**src/rtl/life_sequencer_pkg.sv**
```systemverilog
// life_pkg: shared constants, FSM encoding and scan-order convention for life_sequencer.
// Scan order is MSB first: seed[CELLS-1] enters the array on the first shift.
package life_pkg;
  localparam int CELLS = 16;
  localparam int GEN_W = 8;
  localparam int IDX_W = 5;
  typedef enum logic [2:0] {S_IDLE, S_LOAD, S_RUN, S_READ, S_DONE} state_e;
endpackage

```
**src/rtl/life_sequencer_if.sv**
```systemverilog
// life_sequencer_if: host command/status bus of life_sequencer.
// still_life exists only when LIFE_SEQ_STILL_DETECT_EN is defined.
interface life_sequencer_if;
  import life_pkg::*;
  logic start, load_en, abort, busy, done;
  logic [CELLS-1:0] seed, result;
  logic [GEN_W-1:0] gen_count, gens_run;
`ifdef LIFE_SEQ_STILL_DETECT_EN
  logic still_life;
  modport master (output start, load_en, seed, gen_count, abort,
                  input busy, done, result, gens_run, still_life);
  modport slave (input start, load_en, seed, gen_count, abort,
                 output busy, done, result, gens_run, still_life);
`else
  modport master (output start, load_en, seed, gen_count, abort,
                  input busy, done, result, gens_run);
  modport slave (input start, load_en, seed, gen_count, abort,
                 output busy, done, result, gens_run);
`endif
endinterface

```
**src/rtl/life_scan_shifter.sv**
```systemverilog
// life_scan_shifter: shared load/capture shift register with a wrapping cell index.
module life_scan_shifter
  import life_pkg::*;
#(
  parameter int N = CELLS
) (
  input  logic         clk,
  input  logic         reset,
  input  logic         load_i,
  input  logic [N-1:0] data_i,
  input  logic         shift_i,
  input  logic         ser_i,
  output logic         next_msb_o,
  output logic [N-1:0] cap_o,
  output logic         last_o
);
  logic [N-1:0] sr_q;
  logic [IDX_W-1:0] idx_q;
  logic unused_msb;
  always_ff @(posedge clk or negedge reset)
    if (!reset) begin
      sr_q  <= '0;
      idx_q <= '0;
    end else if (load_i) begin
      sr_q  <= data_i;
      idx_q <= '0;
    end else if (shift_i) begin
      sr_q  <= cap_o;
      idx_q <= last_o ? '0 : idx_q + 1'b1;
    end
  assign cap_o      = {sr_q[N-2:0], ser_i};
  assign last_o     = idx_q == IDX_W'(N - 1);
  // bit driven onto the chain in the cycle after this edge
  assign next_msb_o = load_i ? data_i[N-1] : sr_q[N-2];
  assign unused_msb = sr_q[N-1];
endmodule

```
**src/rtl/life_sequencer.sv**
```systemverilog
// life_sequencer: load/run/read-back controller for one life_array_4x4.
// Optional early stop on a still life under LIFE_SEQ_STILL_DETECT_EN.
module life_sequencer
  import life_pkg::*;
(
  input  logic             clk,
  input  logic             reset,
  life_sequencer_if.slave  host,
  input  logic [CELLS-1:0] alive,
  input  logic             scan_read_val,
  output logic             scan,
  output logic             scan_write_val,
  output logic             scan_write_enb,
  output logic             run
);
  state_e state_q, state_d;
  logic [GEN_W-1:0] gen_q, gens_run_q, gens_run_d;
  logic [CELLS-1:0] result_q, cap;
  logic busy_q, done_q, scan_q, swv_q, swe_q, run_q;
  logic accept, kill, last, next_msb, still, run_end;
  assign accept     = state_q == S_IDLE && host.start && !host.abort;
  assign kill       = state_q != S_IDLE && host.abort;
  assign gens_run_d = gens_run_q + 1'b1;
  assign run_end    = still || gens_run_d == gen_q;
  life_scan_shifter #(.N(CELLS)) u_shift (
    .clk       (clk),
    .reset     (reset),
    .load_i    (accept),
    .data_i    (host.seed),
    .shift_i   (state_q == S_LOAD || state_q == S_READ),
    .ser_i     (scan_read_val),
    .next_msb_o(next_msb),
    .cap_o     (cap),
    .last_o    (last)
  );
`ifdef LIFE_SEQ_STILL_DETECT_EN
  logic [CELLS-1:0] alive_q;
  logic still_q;
  // alive lags run by one cycle, so compare once a generation has been registered
  assign still = state_q == S_RUN && gens_run_q != '0 && alive == alive_q;
  always_ff @(posedge clk or negedge reset)
    if (!reset) begin
      alive_q <= '0;
      still_q <= 1'b0;
    end else begin
      if (state_q == S_RUN) alive_q <= alive;
      still_q <= accept ? 1'b0 : (still && !kill) ? 1'b1 : still_q;
    end
  assign host.still_life = still_q;
`else
  logic unused_alive;
  assign still        = 1'b0;
  assign unused_alive = ^alive;
`endif
  always_comb begin
    state_d = state_q;
    unique case (state_q)
      S_IDLE:  if (host.start) state_d = host.load_en ? S_LOAD : (host.gen_count != '0 ? S_RUN : S_READ);
      S_LOAD:  if (last) state_d = gen_q != '0 ? S_RUN : S_READ;
      S_RUN:   if (run_end) state_d = S_READ;
      S_READ:  if (last) state_d = S_DONE;
      default: state_d = S_IDLE;
    endcase
    if (host.abort) state_d = S_IDLE;
  end
  always_ff @(posedge clk or negedge reset)
    if (!reset) begin
      state_q    <= S_IDLE;
      gen_q      <= '0;
      gens_run_q <= '0;
      result_q   <= '0;
      scan_q     <= 1'b0;
      swv_q      <= 1'b0;
      swe_q      <= 1'b0;
      run_q      <= 1'b0;
      busy_q     <= 1'b0;
      done_q     <= 1'b0;
    end else begin
      state_q    <= state_d;
      gen_q      <= accept ? host.gen_count : gen_q;
      gens_run_q <= accept ? '0 : (state_q == S_RUN && !still) ? gens_run_d : gens_run_q;
      result_q   <= (state_q == S_READ && last && !kill) ? cap : result_q;
      scan_q     <= state_d == S_LOAD || state_d == S_READ;
      swv_q      <= state_d == S_LOAD && next_msb;
      swe_q      <= state_d == S_LOAD;
      run_q      <= state_d == S_RUN;
      busy_q     <= state_d != S_IDLE;
      done_q     <= state_d == S_DONE;
    end
  assign scan           = scan_q;
  assign scan_write_val = swv_q;
  assign scan_write_enb = swe_q;
  assign run            = run_q;
  assign host.busy      = busy_q;
  assign host.done      = done_q;
  assign host.result    = result_q;
  assign host.gens_run  = gens_run_q;
endmodule

```
**src/flat_wrapper.sv**
```systemverilog
// flat-port wrapper written by rule: the top's interface ports become plain ports
module life_sequencer_flat import life_pkg::*;
  (clk, reset, alive, scan_read_val, scan, scan_write_val, scan_write_enb, run, host_start, host_load_en, host_seed, host_gen_count, host_abort, host_busy, host_done, host_result, host_gens_run);
  life_sequencer_if host_i ();
  input  logic clk;
  input  logic reset;
  input  logic [CELLS-1:0] alive;
  input  logic scan_read_val;
  output logic scan;
  output logic scan_write_val;
  output logic scan_write_enb;
  output logic run;
  input wire logic [$bits(host_i.start)-1:0] host_start;
  input wire logic [$bits(host_i.load_en)-1:0] host_load_en;
  input wire logic [$bits(host_i.seed)-1:0] host_seed;
  input wire logic [$bits(host_i.gen_count)-1:0] host_gen_count;
  input wire logic [$bits(host_i.abort)-1:0] host_abort;
  output wire logic [$bits(host_i.busy)-1:0] host_busy;
  output wire logic [$bits(host_i.done)-1:0] host_done;
  output wire logic [$bits(host_i.result)-1:0] host_result;
  output wire logic [$bits(host_i.gens_run)-1:0] host_gens_run;
  assign host_i.start = host_start;
  assign host_i.load_en = host_load_en;
  assign host_i.seed = host_seed;
  assign host_i.gen_count = host_gen_count;
  assign host_i.abort = host_abort;
  assign host_busy = host_i.busy;
  assign host_done = host_i.done;
  assign host_result = host_i.result;
  assign host_gens_run = host_i.gens_run;
  life_sequencer u_core (.clk(clk), .reset(reset), .host(host_i), .alive(alive), .scan_read_val(scan_read_val), .scan(scan), .scan_write_val(scan_write_val), .scan_write_enb(scan_write_enb), .run(run));
endmodule
```
**config.mk**
```make
export PLATFORM = sky130hd
export DESIGN_NAME = life_sequencer_flat
export DESIGN_NICKNAME = d
export VERILOG_FILES = /design/src/rtl/life_sequencer_pkg.sv /design/src/rtl/life_sequencer_if.sv /design/src/rtl/life_scan_shifter.sv /design/src/rtl/life_sequencer.sv /design/src/flat_wrapper.sv
export SDC_FILE = /design/constraint.sdc
export NUM_CORES = 1
export LEC_CHECK = 0
export ABC_AREA = 1
export CORE_MARGIN = 10
export CORE_UTILIZATION = 48
export DETAILED_ROUTE_END_ITERATION = 7
export PLACE_DENSITY = 0.79
export SKIP_CTS_REPAIR_TIMING = 1
export SYNTH_ARGS = -nofsm -noshare
export SYNTH_HDL_FRONTEND = slang
export SYNTH_SLANG_ARGS = --single-unit
```
**constraint.sdc**
```tcl
create_clock -name clk -period 1.7 [get_ports clk]
set_input_delay 0.17 -clock clk [delete_from_list [all_inputs] [get_ports clk]]
set_output_delay 0.17 -clock clk [all_outputs]
set_load 0.03 [all_outputs]
```
==> metrics.txt <==
Int Pwr around 3.3 mW; Avg Vias per Cell 5.09; initial antenna violation count 0; Crit path arrival time approximately 2.0 ns; clk_skew 0.00676 ns; count leader, synth nand2_1; TritonCTS Buffers 9; Worst R2R Path Depth 13; start point of the critical path u_core.host.gens_run[0]$_DFFE_PN0P_; Worst Path Buf+Inv 2; htree depth 3; first-pass GRT wire length 11,500 um; DR WL/cell ~14 um; final worst path period need 1.72 ns; ratio of cells with drive above 1 in the final layout 17.1%; post-synth top area share 53.0%; Fmax achieved 0.581 GHz; FP Rows 28; Max-Cap Viols 0; vias 2,465; Final setup viols 2; Reg area 1530 um2; Hold WC Path Type in -> async; final hold vios 0; Sw Ratio 33.8%; Post-synth EDFFs 0; ys flop type dfrtp_1; clk slew on worst S/H paths 0.07 ns; Final Power 4.95 mW; NetSw 1.67 mW; Mapped Area 2880 um2; CP max stage cell dfrtp_2; worst path cell trace ha_4, inv_4, nor2_2, nor2_1, nand3_1, nor2_1, nand3_1, nor2_1, nand3_1, nand2_2, nand2_4, nand2_2, inv_1; Initial DRC Count 138; Logic pwr share between 30 and 40%; Synth cell types 30; Routed WL 6790 um; critical path type reg -> reg; Final period util 101%; Die Y 97.5 um; Crit. End Element flop; CORE AREA 5890 um2; CP Max Fanout 4; worst slew pin tran 0.528 ns; diode count 0; RSZ-0062 raised after global routing yes; Crit path max-delay family simple AND/OR/NAND/NOR gates; fin. max-slew vios 0; status finished with violations; fill count 483; largest net degree at the start of global routing 23; DP Area 3620 um2; r2r startpoint u_core.host.gens_run[0]$_DFFE_PN0P_; #FFs+latches synth 61; Slew headroom between 60% and 70%; Syn. warnings 0; Sequential Power Share 40.1%; clk root buf clkbuf_8; maximum vdd drop 0.691 mV; synthesis-to-finish area growth 35.6%; setup TNS -0.0282 ns; global route total overflow 0; Syn Area/Cell 8.71 um2; synth cell count leaders nand2_1, dfrtp_1, inv_1; nature of the critical path startpoint flop; Antenna Violating Nets Remaining 0; Worst Setup EP u_core.run$_DFF_PN0_; Cells after Synth 331; All-Layer GR Usage between 10 and 15%; CTS tree yes; design area 3910 um2; Hold WS 0.341 ns; Pwr Density ~1300 nW/um2; Synth area leader dfrtp_1; vias in the first global route about 2.6k; CTS Sinks 61; PortBufs 59; syn_nets 379; Nets ~450; Clock Tree Buf Depth 2; Die X 97.5 um; DRC violations left 0; Initial Util 49.0%; Pre-Repair DR Iteration Count 4; Multi-input gate area 1140 um2; Worst path max stage delay 0.43 ns; Top Ports 76; dpl hpwl 5050 um; later-pin clock latency in the skew report 0.34 ns; Setup WS post-layout -0.0209 ns; Worst path depth 13; Static Leakage 1.86 nW; Crit Reg-Reg Endpoint u_core.run$_DFF_PN0_; failing checks negative setup slack; gpl congestion 0.883; WP data required 1.93 ns; ys async rst share 100%; top post-synthesis cells by area dfrtp_1, nand2_1, inv_1; dpl ws -0.000287 ns; die area 9510 um2; register area share after synthesis between 50 and 60%; reg2reg setup slack -0.02 ns; Clock power frac 29.4%
[logic make-up (layout without fill, tap and decap cells)]
| kind of cell | count (synthesis) | after routing | share of synthesized area [%] |
|---|---|---|---|
| simple gates | 147 | 147 | 22.3 |
| flops | 61 | 61 | 53.0 |
| buf+inv | 61 | 139 | 8.94 |
| compound gates | 59 | 59 | 14.7 |
| fa+ha+maj | 2 | 2 | 0.868 |
| xor+xnor | 1 | 1 | 0.304 |
[state kept, by name (all words and copies together) (netlist names), 3 cells and up]
name,flops
u_core.u_shift.sr_q,15
u_core.state_q,3
u_core.u_shift.idx_q,5
u_core.host.result,16
u_core.host.gens_run,8
u_core.gen_q,8
[per-stage QoR]
step	utilization [%]	instances
2_1_floorplan	-	331
3_3_place_gp	61.6	467
3_5_place_dp	61.6	467
4_1_cts	65.4	483
5_1_grt	66.4	484
6_report	66.4	484
[layout by cell type, fill, tap and decap left out, types with 2 or more instances in the layout]
cell type	n
nand3_2	3
dfrtp_2	2
inv_2	6
clkbuf_8	11
clkdlybuf4s50_1	55
bufinv_16	2
a21oi_1	2
buf_12	3
nor2_4	2
nor2_1	21
nor2_2	6
buf_4	7
nand3_1	19
o22ai_1	6
o221ai_1	14
nand2_4	2
inv_1	45
dfrtp_1	59
clkinv_2	2
nand2_2	3
dlymetal6s2s_1	3
o21ai_2	16
o21ai_0	18
nand2_1	85
[per-layer routing]
metal	wire, um	GRT usage (%)	vias to the layer above
met5	0	0	-
met4	170	7.16	0
met3	487	4.55	14
met2	3270	23.4	88
met1	2870	16.8	1138
li1	-	-	1225
[final cells by class]
class | count | area share [%]
Timing Repair Buffer | 70 | 18.3
Multi-Input combinational cell | 209 | 29.3
Clock inverter | 4 | 1.79
Clock buffer | 12 | 3.97
Inverter | 53 | 5.15
Tap cell | 75 | 2.40
Sequential cell | 61 | 39.1
[how the worst min path moves through the flow]
stage / start / to / cells after the start
2_1_floorplan: reset / u_core.gen_q[0]$_DFFE_PN0P_ / 0
3_3_place_gp: reset / u_core.host.gens_run[2]$_DFFE_PN0P_ / 1
3_5_place_dp: reset / u_core.host.gens_run[2]$_DFFE_PN0P_ / 1
4_1_cts: reset / u_core.host.gens_run[2]$_DFFE_PN0P_ / 1
5_1_grt: reset / u_core.host.gens_run[2]$_DFFE_PN0P_ / 2
6_report: reset / u_core.host.gens_run[2]$_DFFE_PN0P_ / 2
[power groups by stage]
stage	Clock (mW)	Sequential [mW]	Combinational, mW
floorplan	0	2.13	0.771
global placement	0	1.98	1.40
detailed placement	0	1.99	1.45
CTS	1.48	1.97	1.46
global route	1.54	2.03	1.68
finish	1.46	1.98	1.51
[worst register-to-register path, cell delays in order (launching register included)]
cell and delay, ns:
dfrtp_2 0.43, ha_4 0.25, inv_4 0.05, nor2_2 0.03
nor2_1 0.09, nand3_1 0.08, nor2_1 0.12, nand3_1 0.08
nor2_1 0.10, nand3_1 0.11, nand2_2 0.12, nand2_4 0.07
nand2_2 0.06, inv_1 0.03
No activity file was read; power rests on OpenSTA's default activity.
